===== src/rtl/mdu_pkg.sv =====
// mdu_pkg: op encodings, FSM state encoding and cycle count for the multiply/divide unit
package mdu_pkg;
    localparam logic [1:0] OP_MULT  = 2'b00;
    localparam logic [1:0] OP_MULTU = 2'b01;
    localparam logic [1:0] OP_DIV   = 2'b10;
    localparam logic [1:0] OP_DIVU  = 2'b11;
    localparam logic [1:0] S_IDLE = 2'd0;
    localparam logic [1:0] S_CALC = 2'd1;
    localparam logic [1:0] S_FIX  = 2'd2;
    localparam int CALC_CYCLES = 32;
endpackage


===== src/rtl/mult_div_unit.sv =====
// mult_div_unit: iterative signed/unsigned multiply and divide with HI/LO result registers
module mult_div_unit
    import mdu_pkg::*;
#(
    parameter int WIDTH = 32
) (
    input  logic             clk,
    input  logic             reset,
    input  logic             start,
    input  logic [1:0]       op,
    input  logic [WIDTH-1:0] rs_data,
    input  logic [WIDTH-1:0] rt_data,
    input  logic             hi_we,
    input  logic             lo_we,
    input  logic [WIDTH-1:0] mt_data,
    output logic [WIDTH-1:0] hi,
    output logic [WIDTH-1:0] lo,
    output logic             busy,
    output logic             done
);
    logic [1:0]         state = S_IDLE;
    logic [1:0]         op_q = 2'b00;
    logic               neg_a = 1'b0;
    logic               neg_b = 1'b0;
    logic [2*WIDTH-1:0] acc = '0;
    logic [WIDTH-1:0]   opnd = '0;
    logic [5:0]         cnt = '0;
    logic [WIDTH-1:0]   hi_q = '0;
    logic [WIDTH-1:0]   lo_q = '0;
    logic               done_q = 1'b0;
    logic               sgn_in, is_div, idle;
    logic [WIDTH-1:0]   mag_a, mag_b, sub, quo, rem, fix_hi, fix_lo;
    logic [WIDTH:0]     mul_sum, rem_sh;
    logic [2*WIDTH-1:0] step_acc, prod;
    logic               ge;

    assign hi   = hi_q;
    assign lo   = lo_q;
    assign done = done_q;
    // the done cycle still counts as busy so a back-to-back start or MT write is held off
    assign busy = (state != S_IDLE) | done_q;

    // one shift-add / restoring shift-subtract step plus the final sign correction
    always_comb begin
        idle     = (state == S_IDLE) & ~done_q;
        sgn_in   = ~op[0];
        is_div   = op_q[1];
        mag_a    = (sgn_in & rs_data[WIDTH-1]) ? -rs_data : rs_data;
        mag_b    = (sgn_in & rt_data[WIDTH-1]) ? -rt_data : rt_data;
        mul_sum  = {1'b0, acc[2*WIDTH-1:WIDTH]} + (acc[0] ? {1'b0, opnd} : '0);
        rem_sh   = {acc[2*WIDTH-1:WIDTH], acc[WIDTH-1]};
        ge       = rem_sh >= {1'b0, opnd};
        sub      = rem_sh[WIDTH-1:0] - opnd;
        step_acc = is_div ? (ge ? {sub, acc[WIDTH-2:0], 1'b1} : {rem_sh[WIDTH-1:0], acc[WIDTH-2:0], 1'b0})
                          : {mul_sum, acc[WIDTH-1:1]};
        prod     = (neg_a ^ neg_b) ? -acc : acc;
        quo      = (neg_a ^ neg_b) ? -acc[WIDTH-1:0] : acc[WIDTH-1:0];
        rem      = neg_a ? -acc[2*WIDTH-1:WIDTH] : acc[2*WIDTH-1:WIDTH];
        fix_hi   = is_div ? rem : prod[2*WIDTH-1:WIDTH];
        fix_lo   = is_div ? ((opnd == '0) ? '1 : quo) : prod[WIDTH-1:0];
    end

    // FSM, datapath and HI/LO update; a zero divisor leaves the dividend as remainder naturally
    always_ff @(posedge clk or posedge reset) begin
        if (reset) begin
            state  <= S_IDLE;
            op_q   <= 2'b00;
            neg_a  <= 1'b0;
            neg_b  <= 1'b0;
            acc    <= '0;
            opnd   <= '0;
            cnt    <= '0;
            hi_q   <= '0;
            lo_q   <= '0;
            done_q <= 1'b0;
        end else begin
            done_q <= 1'b0;
            case (state)
                S_IDLE: begin
                    if (idle && start) begin
                        op_q  <= op;
                        neg_a <= sgn_in & rs_data[WIDTH-1];
                        neg_b <= sgn_in & rt_data[WIDTH-1];
                        acc   <= {{WIDTH{1'b0}}, mag_a};
                        opnd  <= mag_b;
                        cnt   <= '0;
                        state <= S_CALC;
                    end else if (idle) begin
                        if (hi_we) hi_q <= mt_data;
                        if (lo_we) lo_q <= mt_data;
                    end
                end
                S_CALC: begin
                    acc <= step_acc;
                    cnt <= cnt + 6'd1;
                    if (cnt == 6'(CALC_CYCLES - 1)) state <= S_FIX;
                end
                S_FIX: begin
                    hi_q   <= fix_hi;
                    lo_q   <= fix_lo;
                    done_q <= 1'b1;
                    state  <= S_IDLE;
                end
                default: state <= S_IDLE;
            endcase
        end
    end
endmodule


===== config.mk =====
export PLATFORM = sky130hd
export DESIGN_NAME = mult_div_unit
export DESIGN_NICKNAME = d
export VERILOG_FILES = /design/src/rtl/mdu_pkg.sv /design/src/rtl/mult_div_unit.sv
export SDC_FILE = /design/constraint.sdc
export NUM_CORES = 1
export LEC_CHECK = 0
export ABC_CLOCK_PERIOD_IN_PS = 15900
export CORE_ASPECT_RATIO = 1.25
export CORE_MARGIN = 1
export CORE_UTILIZATION = 57
export DETAILED_ROUTE_END_ITERATION = 8
export GPL_ROUTABILITY_DRIVEN = 0
export PLACE_DENSITY = 0.78
export SYNTH_ARGS = -nofsm -noshare
export SYNTH_HDL_FRONTEND = slang
export SYNTH_SLANG_ARGS = --single-unit

===== constraint.sdc =====
create_clock -name clk -period 15.9 [get_ports clk]
set_input_delay 2.385 -clock clk [delete_from_list [all_inputs] [get_ports clk]]
set_output_delay 2.385 -clock clk [all_outputs]
set_load 0.01 [all_outputs]

======== Word-level counts from Yosys, hierarchy flattened ========
Index checks and enable logic that the tools add are counted.
storage, ports and cells
  register bits ........................... 173
  input port bits ......................... 103
  output and inout bits ................... 66
operators by class
  add/sub/neg operators ................... 8
  order comparisons ....................... 1
  equality and inequality tests ........... 9
  muxes and demuxes ....................... 27
  bitwise logic cells ..................... 7
  reduce and logical (&&, ||, !) cells .... 11
operators by type and width
  cell                                                 count
  2-to-1 mux 32 bit                                    14
  2-to-1 mux 64 bit                                    4
  negator 32 bit                                       4
  one-hot mux 32 bit (2 select lines)                  2
  one-hot mux 64 bit (2 select lines)                  1
  negator 64 bit                                       1
  adder 32 x 32 -> 33 bit                              1
  >= comparator 33 x 32 -> 1 bit                       1
  logical NOT 32 bit                                   1
  subtractor 32 bit                                    1
  one-hot mux 6 bit (2 select lines)                   1
  inequality test 2 bit, second input constant         5
  AND reduction 4 bit                                  2
  adder 6 x 1 -> 6 bit, second input constant          1
  equality test 6 x 5 -> 1 bit, second input constant  1
  2-to-1 mux 6 bit                                     1
  AND reduction 2 bit                                  3
  nonzero test 2 bit                                   3
  2-to-1 mux 2 bit                                     2
  one-hot mux 2 bit (2 select lines)                   1
  bitwise AND 1 bit                                    3
  equality test 2 x 1 -> 1 bit, second input constant  1
  equality test 2 bit, second input constant           1
  logical NOT 2 bit                                    1
  other kinds (6)                                      7

======== Depth between registers and ports, before layout ========
  word-level depth ........................ 5
  depth in mapped cells ................... 14
  gate-level depth less buffers ........... 13

======== Least setup slack after synthesis ========
OpenSTA, ideal clock, no wires.
  kind .................................... in2reg
  start point ............................. input port rs_data[9]
  end point ............................... register acc[30]
  setup time .............................. 0.136 ns
  arrival time ............................ 4.073 ns
  required time ........................... 15.764 ns
  path slack .............................. 11.690 ns
  stages .................................. 9
  path buffers ............................ 0
  cell sequence ........................... nor4_2 or3b_4 nor4b_4 nand2_1 nand2_1 o21ai_1 a21oi_1 xor2_1 a21oi_1
on the way
  longest elaborated chain between the ends .. 4
ends and longest elaborated chain
  what                                 line                 source
  start, declared                      mult_div_unit.sv:11  input logic [WIDTH-1:0] rs_data,
  negator 32 bit                       mult_div_unit.sv:48  mag_a = (sgn_in & rs_data[WIDTH-1]) ? -rs_data : rs_data;
  2-to-1 mux 32 bit                    mult_div_unit.sv:48
  2-to-1 mux 64 bit                    mult_div_unit.sv:80  if (idle && start) begin
  one-hot mux 64 bit (2 select lines)  mult_div_unit.sv:78  case (state)
  end signal, assigned                 mult_div_unit.sv:84  acc <= {{WIDTH{1'b0}}, mag_a};
  end signal, assigned                 mult_div_unit.sv:94  acc <= step_acc;
  end, declared                        mult_div_unit.sv:25  logic [2*WIDTH-1:0] acc = '0;
No other way between the ends. The select of a mux whose other input is x is not followed.
A chain may end at the register's enable or synchronous reset.

======== Worst setup path after layout ========
  start point ............................. input port rs_data[7]
  end point ............................... register acc[29]
The elaborated chain is that of the path after synthesis.

==> results.md <==
- Post CTS Setup Buffer Count: 0
- EDFF count, synth: 0
- DRC: 0
- Gate power share: 61.6%
- Clock share of power: 13.2%
- WL per Instance: 20.8 µm
- Core area: 0.0253 mm²
- Reg area: 0.00431 mm²
- Seq pwr share: roughly 25%
- Ys Warns: 0
- Die outline width: 146 µm
- NetSw: 1.72 mW
- Crit-path slowest cell: clkdlybuf4s50_1
- Reg clk slew, reported paths: 0.07 ns
- First-pass GRT wire length: 75200 µm
- CTS tree: yes
- Sw Share: 50.2%
- Commonest non-fill, non-tap cell in the layout: nand2_1
- R2R depth: 12
- Buf+Inv Stages, Crit Path: 1
- Starting density of the core: 58.2%
- Synth Flop Type: dfrtp_1
- RR Startpoint: acc[0]
- Total routed wirelength: 47600 µm
- Worst Setup EP: acc[29]
- Root Buffer: clkbuf_16
- Inst Count DP: roughly 2300
- Final ANT Viol Nets: 0
- Mapped Nets: 2024
- Die Y: 182 µm
- WS Path Type: primary input to flop
- Detail Placement HPWL: 35600 µm
- Hold buffers post-CTS: 0
- Async S/R FF share, synth: 100%
- Critical path origin: rs_data[7]
- Port Buffers: 168
- Initial antenna violation count: 0
- Global route overflow: 0
- Max rail drop VDD: between 0.0001 and 0.00015 V
- Gr usage total: 36.0%
- Skew final: 0.0154 ns
- Unrepaired setup endpoints after global routing: no
- Most frequent cells in the layout: nand2_1 (193), o21ai_0 (176), dfrtp_1 (171)
- Hold Path Stages: 2
- Fin Setup TNS: 0 ns
- Vias per cell: ~6.4
- Endpoints failing hold: 0
- FF-to-FF End: acc[63]
- Layout net count: 2111
- CP endpoint kind: flop
- CTS Buf Count: 17
- Area Growth Syn to Fin: 16.0%
- Die footprint: around 0.026 mm²
- Largest net degree at the start of global routing: 84
- Layout fillers: between 2000 and 2500
- # IOs: 169
- Slew HR: 20.6%
- Peak Freq: 0.216 GHz
- Post-CTS Resized: 0
- Final setup vio count: 0
- H-Tree Depth: 4
- Internal power: 1.71 mW
- Nature of the critical path startpoint: primary input
- Final-report max-slew violation count: 0
- Ant diodes: 0
- CP delay by family, top: simple AND/OR/NAND/NOR gates
- Syn_area_per_cell: 7.96 µm²
- Critical Path AT: 4.92 ns
- Least-Margin Pin Slew: approximately 1.2 ns
- Critical-path cell list: clkdlybuf4s50_1 > nor4_2 > or3b_4 > nor3_4 > nand3_1 > nor2b_1 > a21oi_1 > xor2_1 > nor2_1 > o22ai_1
- Synth Cell Area: 0.0147 mm²
- Sequential cell area fraction in the yosys report: between 20% and 30%
- Multi-input gate area: 0.00967 mm²
- R2r setup slk: 11.34 ns
- Cell Pwr Density: 201 mW/mm²
- CP max FO: 6
- Crit path depth: 10
- Clock Latency Late Sink: 0.45 ns
- Outcome: finished, final reports clean
- Final Critical Period: around 4.6 ns
- CTS Sinks: 172
- Layout cell share with drive strength beyond 1: under 10%
- Synth cell types: 99
- Via count: 14700
- Synthesized netlist cell count: 1850
- Row Count: 65
- Static Leak: 7.01 nW
- CP required: 16.20 ns
- DR iter-0 viols: 1197
- Worst hold-check path type: flop to flop
- Fin crit share: 29.1%
- Number of global-route vias before repair: 14200
- Synth Register Bits: roughly 170
- Max stage delay on crit path: 0.49 ns
- Finished Layout Cells: between 2000 and 2500
- Initial DRT Pass Iterations: 6
- Clock buffer depth: 2
- Max Cap Violations: 0
==> per-stage QoR <==
step / total power [mW] / hold WS (ns) / worst slack (ns) / cell area [µm²] / utilization [%]
after CTS: 3.37 / 0.482 / 11.33 / 17100 / 67.5
after global routing: 3.64 / 0.506 / 11.09 / 17100 / 67.5
after floorplan: 2.32 / 0.448 / 8.85 / 14700 / -
after detailed placement: 2.91 / 0.467 / 10.86 / 16400 / 65.0
after global placement: 2.86 / 0.460 / 10.95 / 16400 / 65.0
final: 3.42 / 0.484 / 11.28 / 17100 / 67.5
==> Yosys cell counts, drive strengths merged, types with 6 or more instances <==
master    n  area, µm²
nor2b    15       96.3
nor4     25        184
a22oi    22        170
dfrtp   172       4300
nand2   194        728
a211oi   14        115
clkbuf   86        343
nor2    168        636
o21bai   12       90.1
o21ai   210       1050
and2      9       58.8
o211ai   34        255
ha       69        863
xnor2    94        823
o22ai    38        238
o31ai    21        158
o41ai    11        134
xor2     77        674
or4       7       56.3
a21o     13       97.6
nand4    17        106
a31oi    26        184
and3     10       63.8
or3      32        215
nand3    30        155
nor3     46        278
inv      70        263
buf      25        141
o21a     15        113
mux2i    56        561
or2       6       37.5
a21oi   148        756
nand2b   13       88.8
==> worst min-delay path, cell delays in order (launching register included) <==
cell and delay (ns):
dfrtp_1 0.35, nand2_1 0.05, o31ai_1 0.05
==> power groups by stage <==
| stage | logic [mW] | registers (mW) | clock network [mW] |
|---|---|---|---|
| global placement | 2.01 | 0.852 | 0 |
| CTS | 2.07 | 0.851 | 0.450 |
| global route | 2.29 | 0.881 | 0.467 |
| finish | 2.11 | 0.863 | 0.451 |
| detailed placement | 2.05 | 0.858 | 0 |
| floorplan | 1.57 | 0.753 | 0 |
==> cells by family (layout without fill, tap and decap cells) <==
kind of cell / Yosys count / after routing / synth area share, %
fa+ha+maj: 71 / 71 / 6.14
xor+xnor: 171 / 171 / 10.2
simple gates: 598 / 598 / 20.1
compound gates: 596 / 596 / 25.1
buf+inv: 183 / 283 / 5.21
flops: 172 / 172 / 29.2
mux: 59 / 59 / 4.06
==> area by class of cell <==
| type | count | area share [%] |
|---|---|---|
| multi-input cells | 1495 | 56.6 |
| flip-flops and latches | 172 | 25.2 |
| repair buffers | 181 | 10.4 |
| clock buffers | 17 | 2.49 |
| well taps | 335 | 2.46 |
| inverters | 70 | 1.57 |
| clock inverters | 15 | 1.22 |
==> worst min path at each step <==
stage / startpoint / to / slack [ns]
6_report: lo[5] / lo[5] / 0.48
5_1_grt: lo[5] / lo[5] / 0.51
4_1_cts: lo[5] / lo[5] / 0.48
3_5_place_dp: lo[5] / lo[5] / 0.47
3_3_place_gp: lo[5] / lo[5] / 0.46
2_1_floorplan: cnt[5] / cnt[5] / 0.45
==> layer usage <==
layer / vias to the layer above / global-route usage, % / share of wire [%]
li1: 6848 / - / -
met1: 6999 / 42.4 / 38
met2: 691 / 62.0 / 49
met3: 158 / 5.65 / 7.4
met4: 0 / 20.6 / 5.7
met5: - / 0 / 0
==> sequential cells by signal, summed over array words and instances (netlist names) <==
name   count
state      2
op_q       1
neg_a      1
hi        32
done       1
opnd      32
cnt        6
lo        32
acc       64
neg_b      1
Note: power is estimated with default switching activity, not from simulation.
==> patch: new RTL, same flow settings <==
`CALC_CYCLES`: 32 -> 24.
--- a/src/rtl/mdu_pkg.sv
+++ b/src/rtl/mdu_pkg.sv
@@ -7,6 +7,6 @@
     localparam logic [1:0] S_IDLE = 2'd0;
     localparam logic [1:0] S_CALC = 2'd1;
     localparam logic [1:0] S_FIX  = 2'd2;
-    localparam int CALC_CYCLES = 32;
+    localparam int CALC_CYCLES = 24;
 endpackage
 
Behaviour: same outputs for any inputs over 4 cycles, from zero or initial values and one cycle with reset high; that may be too few to reach the edited logic, so the function may still have changed.
==> patch against the original RTL <==
Wire length decreased by 2.7%. Sequential cell count unchanged. Sequential share of layout area increased by 0.27 points. Clock power decreased by 7.1%. Sequential power increased by 16%. Count of clock-buffer cells in the layout increased by 4. Hold slack got worse by 0.0058 ns. Power increased by 24%. Worst setup slack got worse by 0.23 ns. Final area decreased by 1.1%. Synthesized cell count increased by 0.27%. Area after synthesis decreased by 1.2%. Critical endpoint is now acc[26].
==> patch: results (changes against the original RTL) <==
metric	value	unit	change
critPathMaxFanout	6		unchanged
cts.path.max_buffers	2		unchanged
pre_cts_ws	10.67	ns	-0.196 ns
antenna_found_initial	0		unchanged
htreeDepth	4		unchanged
max-vdd-ir-drop	0.0933	mV	-26%
largest_reg_flops	64		unchanged
fin_cells	2291		+0.26%
antenna_cells	0		unchanged
grt_pass1_vias	14100		-0.31%
swShare	51.5	%	+1.3 points
ys_top_cells_by_area	dfrtp_1, a21oi_1, o21ai_0		
first_pass_iters	6		unchanged
drtIter0Drc	1282		+7.1%
worst_pin_slew	1.31	ns	+0.125 ns
status	finished clean		
postCtsHoldBufs	0		unchanged
cts_setup_buffers	0		unchanged
grtUsageTotal	36.1	%	+0.14 points
critPathMaxStageDelay	0.49	ns	about the same
synth_top_area_cell	dfrtp_1		
async_reset_ff_share	100	%	unchanged
pg_clk	0.419	mW	-7.1%
cp.arrival	5.15	ns	+0.23 ns
drive_above_1_share	4.24	%	-1.4 points
slowest_stage	clkdlybuf4s50_1		
hp-class	reg2reg		
place_hpwl	35.0	mm	-1.6%
cts-resized-gates	0		unchanged
via_per_inst	6.47		+0.66%
portBuffers	168		unchanged
fin_skew	0.0109	ns	-0.00443 ns
regMostFlops	acc		
placed_cells	2259		+0.27%
fillerInstances	2121		-1.9%
intPower	2.07	mW	+21%
synth-seq-area-share	29.6	%	+0.36 points
clk_pin_slew	0.07	ns	about the same
clockRootBuffer	clkbuf_16		
syn_avg_cell_area	7.84	µm²	-1.5%
fin_nets	2117		+0.28%
ys_types	83		-16%
period_share	30.5	%	+1.4 points
wl	46.3	mm	-2.7%
cellLeakagePower	6.90	nW	-1.6%
place_area	0.0163	mm²	-0.78%
cts_made_buffers	17		unchanged
grt_max_degree	108		+29%
yosys-top-cells-count	a21oi_1, o21ai_0, dfrtp_1, nor2_1, nand2_1		
grt_pass1_wl	73.4	mm	-2.5%
synth.net_count	2029		+0.25%
ys_warn_count	0		unchanged
pwr-share-comb	66.6	%	+5.0 points
clock_latency	0.45	ns	about the same
patch: worst paths after layout:
| path | start | to | depth (start not counted) |
|---|---|---|---|
| setup / recovery | rs_data[7] | acc[26] | 10 |
| hold / removal | lo[11] | lo[11] | 2 |
| setup reg to reg | acc[51] | acc[63] | 9 |
| hold reg to reg | lo[11] | lo[11] | 2 |
| max in group asynchronous | reset | hi[22] | 3 |
| min in group asynchronous | reset | opnd[4] | 2 |
patch: area by class of cell:
class | count | area (µm²) | area share [%]
multi-input cells | 1495 | 9510 | 56.3
flip-flops and latches | 172 | 4310 | 25.5
repair buffers | 183 | 1790 | 10.6
clock buffers | 21 | 470 | 2.79
well taps | 335 | 419 | 2.48
inverters | 74 | 283 | 1.67
clock inverters | 11 | 108 | 0.637
patch: logic make-up (layout without fill, tap and decap cells):
logic type,after synthesis,count (layout),synth area share [%]
AO/OA/AOI/OAI,633,633,26.6
XOR/XNOR,160,160,9.64
adder cells (fa/ha/maj),71,71,6.21
buffers and inverters,188,289,5.13
flip-flops,172,172,29.6
multiplexers,49,49,3.37
AND/OR/NAND/NOR,582,582,19.4
patch: per-layer routing:
metal / wire length, µm / track usage [%] / up-vias
li1: - / - / 6926
met5: 0 / 0 / -
met1: 17000 / 42.3 / 6908
met2: 22900 / 61.8 / 820
met4: 2690 / 21.2 / 0
met3: 3650 / 5.18 / 178
patch: through the flow:
stage	utilization [%]	hold WS, ns
5_1_grt	67.2	0.506
4_1_cts	67.2	0.484
3_3_place_gp	64.9	0.464
2_1_floorplan	-	0.450
3_5_place_dp	64.9	0.469
6_report	67.2	0.478
patch: worst max-delay path, delay by kind of cell:
kind,cells,cell delay [ns]
and+or+nand+nor,6,1.87
buffers and inverters,1,0.49
AOI/OAI and AO/OA,2,0.24
xor gates and xnor gates,1,0.17
